## src/rtl/ex_mem_ccr_stage.sv

```systemverilog
// EX/MEM pipeline register plus the architectural condition-code register (Z,N,C)
// and its single-level interrupt shadow copy.
module ex_mem_ccr_stage #(
  parameter int WIDTH = 16,
  parameter int RADDR = 3
) (
  input  logic             clk,
  input  logic             rst_n,
  input  logic [WIDTH-1:0] alu_out,
  input  logic [2:0]       alu_flag,
  input  logic [2:0]       flag_we,
  input  logic             ex_valid,
  input  logic [RADDR-1:0] ex_rd,
  input  logic             ex_reg_write,
  input  logic             ex_mem_read,
  input  logic             ex_mem_write,
  input  logic             stall,
  input  logic             flush,
  input  logic             ccr_save,
  input  logic             ccr_restore,
  output logic [WIDTH-1:0] mem_alu_out,
  output logic [RADDR-1:0] mem_rd,
  output logic             mem_reg_write,
  output logic             mem_read,
  output logic             mem_write,
  output logic             mem_valid,
  output logic [2:0]       ccr
);

  // Transfer rule: an instruction moves EX->MEM when ex_valid is high and the
  // stage is neither stalled nor flushed; flush beats stall, stall beats load.
  logic       acc;
  logic [2:0] ccr_nxt;
  logic [2:0] shadow;

  assign acc     = ex_valid & ~stall & ~flush;
  assign ccr_nxt = acc ? ((ccr & ~flag_we) | (alu_flag & flag_we)) : ccr;

  always_ff @(posedge clk or negedge rst_n) begin
    if (!rst_n) begin
      mem_alu_out   <= '0;
      mem_rd        <= '0;
      mem_reg_write <= 1'b0;
      mem_read      <= 1'b0;
      mem_write     <= 1'b0;
      mem_valid     <= 1'b0;
    end else if (flush) begin
      mem_alu_out   <= '0;
      mem_rd        <= '0;
      mem_reg_write <= 1'b0;
      mem_read      <= 1'b0;
      mem_write     <= 1'b0;
      mem_valid     <= 1'b0;
    end else if (!stall) begin
      mem_alu_out   <= alu_out;
      mem_rd        <= ex_rd;
      mem_reg_write <= ex_reg_write & ex_valid;
      mem_read      <= ex_mem_read & ex_valid;
      mem_write     <= ex_mem_write & ex_valid;
      mem_valid     <= ex_valid;
    end
  end

  // Restore overrides the ALU path; a concurrent save is dropped so the shadow holds.
  always_ff @(posedge clk or negedge rst_n) begin
    if (!rst_n) begin
      ccr    <= 3'b000;
      shadow <= 3'b000;
    end else begin
      ccr <= ccr_restore ? shadow : ccr_nxt;
      if (ccr_save && !ccr_restore) shadow <= ccr_nxt;
    end
  end

endmodule

```

## config.mk

```make
export PLATFORM = sky130hd
export DESIGN_NAME = ex_mem_ccr_stage
export DESIGN_NICKNAME = d
export VERILOG_FILES = /design/src/rtl/ex_mem_ccr_stage.sv
export SDC_FILE = /design/constraint.sdc
export NUM_CORES = 1
export LEC_CHECK = 0
export ABC_AREA = 1
export BUFFER_PORTS_ARGS = -buffer_cell sky130_fd_sc_hd__buf_4
export CAP_MARGIN = 20
export CELL_PAD_IN_SITES_DETAIL_PLACEMENT = 0
export CELL_PAD_IN_SITES_GLOBAL_PLACEMENT = 1
export CORE_UTILIZATION = 29
export CTS_CLUSTER_SIZE = 16
export DETAILED_ROUTE_END_ITERATION = 12
export GPL_TIMING_DRIVEN = 0
export PLACE_DENSITY = 0.76
export RECOVER_POWER = 100
export SLEW_MARGIN = 20
export SYNTH_ARGS = -nofsm -noshare
export SYNTH_HDL_FRONTEND = slang
export SYNTH_SLANG_ARGS = --single-unit
```

## constraint.sdc

```tcl
create_clock -name clk -period 0.8 [get_ports clk]
set_input_delay 0.16 -clock clk [delete_from_list [all_inputs] [get_ports clk]]
set_output_delay 0.16 -clock clk [all_outputs]
set_load 0.01 [all_outputs]
```

## After elaboration in Yosys (flattened, before gate mapping)

Index checks and enable logic that the tools add are counted.
Widths: inputs -> output; s select.

- Register bits: 29
- Input bits: 35

- Equality and inequality tests: 1
- Multiplexer cells: 14
- Bitwise logic cells: 11
- Reduce and logical (&&, ||, !) cells: 2

Operator list:

| cell | number |
|---|---|
| $mux 16 | 2 |
| $mux 3 | 4 |
| $mux 1 | 8 |
| $and 3x3->3 | 2 |
| $and 1x1->1 | 5 |
| $not 3->3 | 1 |
| $or 3x3->3 | 1 |
| $ne 2x1->1 const B | 1 |
| $not 1->1 | 2 |
| $logic_and 1x1->1 | 1 |
| $logic_not 1->1 | 1 |

## Logic depth before layout (Yosys ltp)

Gate-level depths: netlist of the first run.

- Depth after elaboration: 5
- Mapped depth: 6

## Worst setup path before layout of the first run

Ideal clock, no wire load.

- Path kind: register to register
- From: reg ccr[0]
- To: reg ccr[0]
- Library setup time: 117 ps
- Data arrival time: 734 ps
- Required time: 683 ps
- Slack: -52 ps
- Cell stages (with the launch flop): 7
- Buffers on the path: 0
- Clock period less this slack: 852 ps
- Path through: dfrtp_1 -> inv_1 -> nor2_1 -> nor2_1 -> nand2_1 -> nand3_1 -> nand2_1

- Word-level cells in the longest chain between the ends: 4

Ends and longest elaborated chain:

| what | RTL line | RTL |
|---|---|---|
| start: declaration | 27 | `output logic [2:0] ccr` |
| start signal: assignment | 70 | `ccr <= ccr_restore ? shadow : ccr_nxt;` |
| $and 3x3->3 | 37 | `assign ccr_nxt = acc ? ((ccr & ~flag_we) \| (alu_flag & flag_we)) : ccr;` |
| $or 3x3->3 | 37 |  |
| $mux 3 * | 37 |  |
| $mux 3 * | 70 |  |

Every way passes the cells marked *; elsewhere a longest branch is shown, timed or not.
A chain may end at the register's enable or synchronous reset.

## Worst setup path in the final report of the first run

- From: reg ccr[2]
- To: out ccr[2]

No word-level cell between the ends.

==> results of run 1 <==
cell families after synthesis:
| logic type | Yosys count |
|---|---|
| AO/OA/AOI/OAI | 10 |
| buffers and inverters | 19 |
| AND/OR/NAND/NOR | 95 |
| flip-flops | 29 |
registers in the layout, indices dropped and copies added (netlist names):
register / flops
ccr: 3
mem_alu_out: 16
mem_rd: 3
mem_read: 1
mem_reg_write: 1
mem_valid: 1
mem_write: 1
shadow: 3
layer usage:
metal	vias to the layer above	global-route usage, %	part of all wire, %
li1	638	-	-
met1	556	20.0	46
met2	49	22.2	43
met3	8	5.92	8.9
met4	0	7.81	2.0
met5	-	0	0
area by class of cell:
| cell class | count | area (um^2) | share of cell area (%) |
|---|---|---|---|
| Tap cell | 50 | 62.6 | 3.03 |
| Timing Repair Buffer | 71 | 629 | 30.4 |
| Clock buffer | 8 | 80.1 | 3.87 |
| Buffer | 8 | 67.6 | 3.27 |
| Inverter | 11 | 43.8 | 2.12 |
| Sequential cell | 29 | 726 | 35.1 |
| Multi-Input combinational cell | 105 | 458 | 22.2 |
stage by stage:
step	hold slack [ns]	TNS, ns
floorplan	-0.136	-0.311
global placement	0.112	-2.51
detailed placement	0.109	-2.58
CTS	0.0669	-4.83
global route	0.0884	-5.75
finish	0.0775	-4.42
worst max path at each step:
stage,start,cells after the start,slack (ns),to
2_1_floorplan,ccr[0],6,-0.05,ccr[0]
3_3_place_gp,flush,7,-0.25,shadow[2]
3_5_place_dp,flush,7,-0.25,shadow[2]
4_1_cts,ccr[2],1,-0.17,ccr[2]
5_1_grt,ccr[2],1,-0.20,ccr[2]
6_report,ccr[2],1,-0.17,ccr[2]
timing repair:
| action | CTS | global route |
|---|---|---|
| buffers inserted | 6 | 6 |
| pin swaps | 0 | 3 |
| gates resized for setup | 26 | 6 |
| setup endpoints to repair | 32 | 35 |
| endpoints found under the hold margin | 29 | 0 |
| hold buffers | 1 | 0 |
power groups by stage:
stage,Sequential (mW),Clock (mW),Combinational (mW)
floorplan,1.71,0,0.259
global placement,1.68,0,0.657
detailed placement,1.68,0,0.657
CTS,1.67,1.19,0.739
global route,1.68,1.25,0.845
finish,1.67,1.12,0.754
placed cells by master, fill, tap and decap left out, drive strengths merged:
cell type,Yosys,final
nand2,58,58
nor2,8,8
nand3,29,29
buf,7,70
a21oi,10,10
inv,11,11
clkbuf,1,16
dlygate4sd3,0,1
dfrtp,29,29
==> flow_metrics.env, run 1 <==
export IMPL_outcome="finished, violations left"
export IMPL_violations="negative setup slack"
export IMPL_final_cell_area_um2=2070
export IMPL_yosys_top_cells_count="nand2_1 (57), dfrtp_1 (29), nand3_1 (29)"
export IMPL_routed_via_density=4.44
export IMPL_path_clk_slew_ns=0.06
export IMPL_drc=0
export IMPL_grt_max_degree=30
export IMPL_crit_arrival_ns=0.81
export IMPL_final_hold_viol_count=0
export IMPL_p_sw_share_pct=26.0
export IMPL_hold_class="in -> reg"
export IMPL_min_delay_start="ex_mem_read"
export IMPL_area_delta_synth_final_pct=60.4
export IMPL_worstMarginPinSlew_ns=0.457
export IMPL_path_max_fanout=2
export IMPL_drt_iter0_markers=66
export IMPL_die_w_um=68.7
export IMPL_synth_cell_types=16
export IMPL_leakagePower_nw=1.13
export IMPL_hpwl_um=2240
export IMPL_cp_required_ns=0.64
export IMPL_fmax_ghz=1.03
export IMPL_seq_area_frac_synth_pct=56.3
export IMPL_fill_cells=444
export IMPL_drive_above_1_share_pct=38.8
export IMPL_die_height_um=68.7
export IMPL_post_route_period_util_pct=121
export IMPL_pin_count=61
export IMPL_path_delay_family="flip-flops"
export IMPL_r2r_slack_ns=-0.09
export IMPL_routed_wl_um=3150
export IMPL_setup_viol=33
export IMPL_worstReg2RegEnd="shadow[2]"
export IMPL_async_flop_share_pct=100
export IMPL_routedWlPerCell_um=11.2
export IMPL_yosysTopAreaCell="dfrtp_1"
export IMPL_io_buffer_count=59
export IMPL_grt_overflow_total=0
export IMPL_max_cap_violations=0
export IMPL_cts_root_buf="clkbuf_8"
export IMPL_synth_xor_area_share_pct=0
export IMPL_period_needed_ns=0.968
export IMPL_max_stage_delay_ns=0.40
export IMPL_internal_power_mw=2.62
export IMPL_finalNonFillerCells=282
export IMPL_critPathKind="reg -> out"
export IMPL_whs_endpoint="mem_read"
export IMPL_crit_chain="buf_6"
export IMPL_synth_flop_cell="dfrtp_1"
export IMPL_fp_dieArea_um2=4710
export IMPL_layout_nets=266
export IMPL_hold_depth=3
export IMPL_grt_usage_pct=15.5
export IMPL_critPathLaunchType="register"
export IMPL_ant_nets=0
export IMPL_pre_cts_slack_ns=-0.246
export IMPL_clkSinkCount=29
export IMPL_ir_worst_vdd_mv=1.31
export IMPL_clock_power_share_pct=31.7
export IMPL_synth_simple_gate_area_share_pct=30.9
export IMPL_synth_most_common_cell="nand2_1"
export IMPL_core_region_area_um2=4140
export IMPL_ctsHtreeMaxLevel=2
export IMPL_grt_pass1_wl_um=5180
export IMPL_placement_rows=23
export IMPL_initial_core_util_pct=31.1
export IMPL_synthTopCellsByArea="dfrtp_1 (56%), nand2_1 (17%), nand3_1 (11%)"
export IMPL_num_vias=1251
export IMPL_place_area_um2=1790
export IMPL_yosys_warnings=0
export IMPL_avgSynthCellArea_um2=8.42
export IMPL_synth_area_um2=1290
export IMPL_slew_headroom_pct=69.6
export IMPL_power_frac_seq_pct=47.1
export IMPL_synth_mux_area_share_pct=0
export IMPL_synthAdderAreaFrac_pct=0
export IMPL_cts_tree="done"
export IMPL_total_power_mw=3.55
export IMPL_critPathBufInv=1
export IMPL_ys_ff_latch=29
export IMPL_synth_top_area_share_pct=56.3
export IMPL_reg2reg_depth=6
export IMPL_pwr_share_comb_pct=21.2
export IMPL_synth_edf_count=0
export IMPL_cp_end_kind="primary output"
export IMPL_synth_top_family_by_area="simple AND/OR/NAND/NOR gates"
export IMPL_routabilityCongestion=0.716
export IMPL_p_sw_mw=0.923
export IMPL_dp_cells=262
export IMPL_cts_made_buffers=5
export IMPL_antenna_found_initial=0
export IMPL_first_pass_iters=4
export IMPL_drv_slew=0
export IMPL_timing_rr_start="ccr[2]"
export IMPL_setup_slack_ns=-0.168
export IMPL_clk_latency_ns=0.27
export IMPL_antenna_cells=0
export IMPL_synth_compound_gate_area_share_pct=4.17
export IMPL_cp_slowest_cell="dfrtp_1"
export IMPL_finClkSkew_ns=0.000424
export IMPL_clockBufferDepth=2
export IMPL_rsz0062_at_grt="true"
export IMPL_powerDensity_nw_per_um2=1720
export IMPL_grt_pass1_vias=1124
export IMPL_netlist_instances=153
export IMPL_synth_nets=188
export IMPL_finish_utilization_pct=49.9
(Power assumes the default switching activity.)
==> run 2, diff against run 1 <==
--- a/config.mk
+++ b/config.mk
@@ -6,15 +6,15 @@
 export NUM_CORES = 1
 export LEC_CHECK = 0
 export ABC_AREA = 1
-export BUFFER_PORTS_ARGS = -buffer_cell sky130_fd_sc_hd__buf_4
 export CAP_MARGIN = 20
 export CELL_PAD_IN_SITES_DETAIL_PLACEMENT = 0
 export CELL_PAD_IN_SITES_GLOBAL_PLACEMENT = 1
-export CORE_UTILIZATION = 29
+export CORE_UTILIZATION = 31
 export CTS_CLUSTER_SIZE = 16
 export DETAILED_ROUTE_END_ITERATION = 12
+export DONT_BUFFER_PORTS = 1
 export GPL_TIMING_DRIVEN = 0
-export PLACE_DENSITY = 0.76
+export PLACE_DENSITY = 0.62
 export RECOVER_POWER = 100
 export SLEW_MARGIN = 20
 export SYNTH_ARGS = -nofsm -noshare
==> constraint.sdc (replaced) <==
create_clock -name clk -period 0.8 [get_ports clk]
set_input_delay 0.04 -clock clk [delete_from_list [all_inputs] [get_ports clk]]
set_output_delay 0.04 -clock clk [all_outputs]
set_load 0.01 [all_outputs]
==> run 2 against run 1 <==
Compared with the run above: the run ends with negative hold slack, negative setup slack left; critical path depth up 5; first-iteration DRC count down 35%; non-clock buffer count down 45; critical path type is now reg -> reg; largest cell class unchanged; highest routed layer unchanged.
==> flow_metrics.env, run 2 (synthesis results as in run 1) <==
export IMPL_powerDensity_nw_per_um2=1930
export IMPL_finClkSkew_ns=0.000147
export IMPL_antenna_found_initial=0
export IMPL_timing_rr_start="ccr[0]"
export IMPL_final_cell_mix="nand2_1 (57), nand3_1 (29), dfrtp_1 (29)"
export IMPL_holdWs_ns=-0.0131
export IMPL_reg2reg_depth=6
export IMPL_crit_chain="inv_2, nor2_2, nor2_1, nand2_1, nand3_1, nand2_1"
export IMPL_fmax_ghz=1.08
export IMPL_cp_required_ns=0.96
export IMPL_startpoint="ccr[0]"
export IMPL_grt_pass1_wl_um=4950
export IMPL_leakagePower_nw=0.866
export IMPL_die_w_um=66.5
export IMPL_whs_endpoint="shadow[2]"
export IMPL_post_route_period_util_pct=116
export IMPL_layout_nets=221
export IMPL_cts_made_buffers=5
export IMPL_finalNonFillerCells=237
export IMPL_drt_iter0_markers=43
export IMPL_initial_core_util_pct=32.2
export IMPL_critPathKind="reg -> reg"
export IMPL_fp_dieArea_um2=4420
export IMPL_core_region_area_um2=4000
export IMPL_path_common_cell="nand2_1"
export IMPL_hold_class="in -> reg"
export IMPL_multi_input_area_um2=457
export IMPL_pin_count=61
export IMPL_place_area_um2=1350
export IMPL_slew_headroom_pct=71.2
export IMPL_antenna_cells=0
export IMPL_finish_utilization_pct=42.4
export IMPL_pre_cts_slack_ns=-0.138
export IMPL_total_power_mw=3.26
export IMPL_final_hold_viol_count=2
export IMPL_regMostFlops="mem_alu_out"
export IMPL_cp_end_kind="register"
export IMPL_outcome="finished, violations left"
export IMPL_max_stage_delay_ns=0.42
export IMPL_io_buffer_count=0
export IMPL_die_height_um=66.5
export IMPL_min_delay_start="ccr_restore"
export IMPL_routed_wl_um=3080
export IMPL_cp_slowest_cell="dfrtp_1"
export IMPL_path_max_fanout=2
export IMPL_crit_arrival_ns=1.09
export IMPL_cts_setup_buffers=0
export IMPL_worstMarginPinSlew_ns=0.432
export IMPL_ctsHtreeMaxLevel=2
export IMPL_hold_depth=3
export IMPL_rsz0062_at_grt="true"
export IMPL_worstReg2RegEnd="shadow[0]"
export IMPL_ff_latch_area_um2=726
export IMPL_grt_pass1_vias=1087
export IMPL_grt_overflow_total=0
export IMPL_routabilityCongestion=0.749
export IMPL_layout_commonest_cell="nand2_1"
export IMPL_largest_reg_flops=16
export IMPL_violations="negative hold slack, negative setup slack"
export IMPL_setup_viol=6
export IMPL_first_pass_iters=4
export IMPL_clk_latency_ns=0.27
export IMPL_final_cell_area_um2=1690
export IMPL_hpwl_um=2150
export IMPL_drc=0
export IMPL_r2r_slack_ns=-0.13
export IMPL_max_cap_violations=0
export IMPL_clkSinkCount=29
export IMPL_area_delta_synth_final_pct=31.5
export IMPL_critPathLaunchType="register"
export IMPL_path_clk_slew_ns=0.06
export IMPL_drv_slew=0
export IMPL_cts_tree="done"
export IMPL_ir_worst_vdd_mv=0.992
export IMPL_grt_max_degree=30
export IMPL_routed_via_density=4.74
export IMPL_clockBufferDepth=2
export IMPL_setup_slack_ns=-0.130
export IMPL_drive_above_1_share_pct=11.8
export IMPL_tns_ns=-0.700
export IMPL_cts_root_buf="clkbuf_8"
export IMPL_dp_cells=203
export IMPL_ant_nets=0
export IMPL_fill_cells=406
export IMPL_period_needed_ns=0.930
export IMPL_routedWlPerCell_um=13.0
export IMPL_grt_usage_pct=15.5
export IMPL_placement_rows=23
export IMPL_num_vias=1123
[run 2: cell types whose count changed in the layout (fill, tap and decap cells not counted)]
cell and change:
clkbuf_1 -1, nor2_2 +2, inv_2 -1, a21oi_2 +1
buf_4 -37, clkbuf_4 -5, inv_1 +1, buf_6 -26
dlygate4sd3_1 +24, nand3_2 -2, nand3_1 +2, a21oi_1 -1
nor2_1 -2
[run 2: metal layers]
metal / vias up / wire length, um / global-route usage (%)
met3: 5 / 280 / 7.36
met5: - / 0 / 0
met2: 43 / 1440 / 25.8
met1: 526 / 1320 / 17.1
li1: 549 / - / -
met4: 0 / 37 / 5.59
[run 2: final cells by class]
| type | count | area share [%] |
|---|---|---|
| flip-flops and latches | 29 | 42.8 |
| multi-input cells | 105 | 27.0 |
| repair buffers | 26 | 15.2 |
| clock buffers | 8 | 4.73 |
| plain buffers | 8 | 3.99 |
| well taps | 50 | 3.69 |
| inverters | 11 | 2.58 |
[run 2: power by group]
group          leakage [nW]  total (mW)  switching [mW]  internal, mW
logic                 0.443       0.448           0.240         0.207
clock network        0.0395        1.10           0.487         0.616
registers             0.384        1.71           0.126          1.59
total                 0.866        3.26           0.853          2.41
[run 2: timing repair]
action,CTS,global route
pin swaps,0,1
endpoints found under the hold margin,57,3
hold buffers,25,1
endpoints found under the setup margin,6,6
resized for setup,0,4
[run 2: worst max-delay path by stage]
stage          cells past startpoint   endpoint
2_1_floorplan                      6     ccr[0]
3_3_place_gp                       6  shadow[2]
3_5_place_dp                       6  shadow[2]
4_1_cts                            6  shadow[2]
5_1_grt                            6  shadow[2]
6_report                           6  shadow[0]
[run 2: critical path: cells and delay by family (launching register included)]
family,cells,cell delay [ns]
flops,1,0.42
simple gates,5,0.32
buf+inv,1,0.08
==> run 3, diff against run 2 <==
--- a/config.mk
+++ b/config.mk
@@ -9,12 +9,12 @@
 export CAP_MARGIN = 20
 export CELL_PAD_IN_SITES_DETAIL_PLACEMENT = 0
 export CELL_PAD_IN_SITES_GLOBAL_PLACEMENT = 1
-export CORE_UTILIZATION = 31
+export CORE_UTILIZATION = 38
 export CTS_CLUSTER_SIZE = 16
 export DETAILED_ROUTE_END_ITERATION = 12
 export DONT_BUFFER_PORTS = 1
 export GPL_TIMING_DRIVEN = 0
-export PLACE_DENSITY = 0.62
+export PLACE_DENSITY = 0.73
 export RECOVER_POWER = 100
 export SLEW_MARGIN = 20
 export SYNTH_ARGS = -nofsm -noshare
==> run 3 against run 2 <==
Compared with the run above: sequential share of layout area shrank 0.16 points; critical endpoint is now shadow[1]; largest cell class unchanged; worst hold slack lost 0.0057 ns; the flow still finishes with violations (negative hold slack, negative setup slack); fmax about the same; via count increased by 0.36%.
==> flow_metrics.env, run 3 (synthesis results as in run 1) <==
export IMPL_pin_count=61
export IMPL_clockBufferDepth=2
export IMPL_powerDensity_nw_per_um2=1760
export IMPL_layout_nets=226
export IMPL_fmax_ghz=1.08
export IMPL_final_cell_mix="nand2_1 (57), nand3_1 (29), dfrtp_1 (29)"
export IMPL_grt_usage_pct=17.8
export IMPL_cp_required_ns=1.01
export IMPL_slew_headroom_pct=69.9
export IMPL_path_delay_family="flip-flops"
export IMPL_drc=0
export IMPL_hpwl_um=1950
export IMPL_period_needed_ns=0.930
export IMPL_critPathKind="reg -> reg"
export IMPL_final_cell_area_um2=1700
export IMPL_antenna_cells=0
export IMPL_io_buffer_count=0
export IMPL_ant_nets=0
export IMPL_ctsHtreeMaxLevel=2
export IMPL_violations="negative hold slack, negative setup slack"
export IMPL_finalNonFillerCells=236
export IMPL_grt_pass1_vias=1045
export IMPL_first_pass_iters=4
export IMPL_place_area_um2=1340
export IMPL_largest_reg_flops=16
export IMPL_crit_chain="inv_1, nor2_1, nor2_1, nand2_1, nand3_1, nand2_1"
export IMPL_grt_overflow_total=0
export IMPL_final_hold_viol_count=3
export IMPL_area_delta_synth_final_pct=31.9
export IMPL_layout_commonest_cell="nand2_1"
export IMPL_ir_worst_vdd_mv=0.873
export IMPL_grt_pass1_wl_um=4490
export IMPL_path_max_fanout=2
export IMPL_routabilityCongestion=0.773
export IMPL_outcome="finished, violations left"
export IMPL_die_w_um=60.2
export IMPL_path_clk_slew_ns=0.08
export IMPL_holdWs_ns=-0.0188
export IMPL_finish_utilization_pct=54.4
export IMPL_initial_core_util_pct=41.2
export IMPL_cp_end_kind="register"
export IMPL_critPathBufInv=1
export IMPL_fp_dieArea_um2=3630
export IMPL_routed_wl_um=2940
export IMPL_clk_latency_ns=0.31
export IMPL_setup_slack_ns=-0.130
export IMPL_crit_arrival_ns=1.14
export IMPL_critPathLaunchType="register"
export IMPL_cts_root_buf="clkbuf_4"
export IMPL_rsz0062_at_grt="true"
export IMPL_cp_slowest_cell="dfrtp_1"
export IMPL_max_cap_violations=0
export IMPL_drive_above_1_share_pct=11.5
export IMPL_finClkSkew_ns=0.000182
export IMPL_leakagePower_nw=0.875
export IMPL_regMostFlops="mem_alu_out"
export IMPL_placement_rows=20
export IMPL_die_height_um=60.2
export IMPL_dp_cells=197
export IMPL_hold_class="in -> reg"
export IMPL_fill_cells=302
export IMPL_cts_made_buffers=5
export IMPL_core_region_area_um2=3130
export IMPL_drv_slew=0
export IMPL_cts_tree="done"
export IMPL_grt_max_degree=30
export IMPL_clkSinkCount=29
export IMPL_setup_viol=6
export IMPL_post_route_period_util_pct=116
export IMPL_max_stage_delay_ns=0.42
export IMPL_num_vias=1127
export IMPL_drt_iter0_markers=30
export IMPL_worstMarginPinSlew_ns=0.451
export IMPL_antenna_found_initial=0
export IMPL_routed_via_density=4.78
export IMPL_routedWlPerCell_um=12.4
==> run 3: cell types whose count changed in the layout (fill, tap and decap cells not counted), sizes merged <==
cell,previous run,this run
dlygate4sd3,25,28
buf,7,9
==> run 3: through the flow <==
stage	hold slack, ns	power [mW]	TNS (ns)	setup WS [ns]
after detailed placement	-0.255	2.04	-0.766	-0.145
final	-0.0188	3.00	-0.689	-0.130
after floorplan	-0.256	1.97	-0.311	-0.0518
after global placement	-0.255	2.04	-0.733	-0.140
after CTS	-0.179	3.00	-0.859	-0.153
after global routing	-0.0214	3.20	-1.87	-0.234
==> run 3: per-layer routing <==
| layer | up-vias | GRT usage [%] | part of all wire (%) |
|---|---|---|---|
| met2 | 42 | 30.6 | 50 |
| li1 | 554 | - | - |
| met3 | 4 | 8.01 | 7.5 |
| met5 | - | 0 | 0 |
| met1 | 527 | 18.3 | 40 |
| met4 | 0 | 7.97 | 1.5 |
==> run 3: repair_timing <==
item                                   in CTS  in global routing
gates cloned                                0                  0
hold buffers                               26                  3
setup endpoints to repair                  12                 35
endpoints found under the hold margin      58                  8
setup buffers                               0                  2
gates resized for setup                     0                  3
==> run 3: worst min-delay path, stage by stage <==
cell and delay (ns):
inv_1 0.03, nor2_1 0.06, nand3_1 0.08, nand2_1 0.04
==> run 3: cell type report <==
type	count	area, um^2	share of cell area, %
buffer	8	67.6	3.97
timing repair buffer	31	303	17.8
multi-input combinational	105	457	26.9
sequential	29	726	42.7
clock buffer	8	48.8	2.87
inverter	11	43.8	2.58
tap	44	55.1	3.24
==> run 3: power breakdown <==
part	internal, mW	switching (mW)
clock network	0.350	0.460
logic	0.238	0.243
registers	1.58	0.123
==> run 3: worst paths after layout <==
kind                                start         to  slack, ns  cells after the start
worst max-delay path               ccr[1]  shadow[1]      -0.13                      6
max in group asynchronous           rst_n     ccr[0]       0.31                      2
worst min-delay path             ccr_save  shadow[0]      -0.02                      4
worst max register to register     ccr[1]  shadow[1]      -0.13                      6
worst min register to register  shadow[1]     ccr[1]       0.49                      2
min in group asynchronous           rst_n  mem_rd[0]       0.21                      2
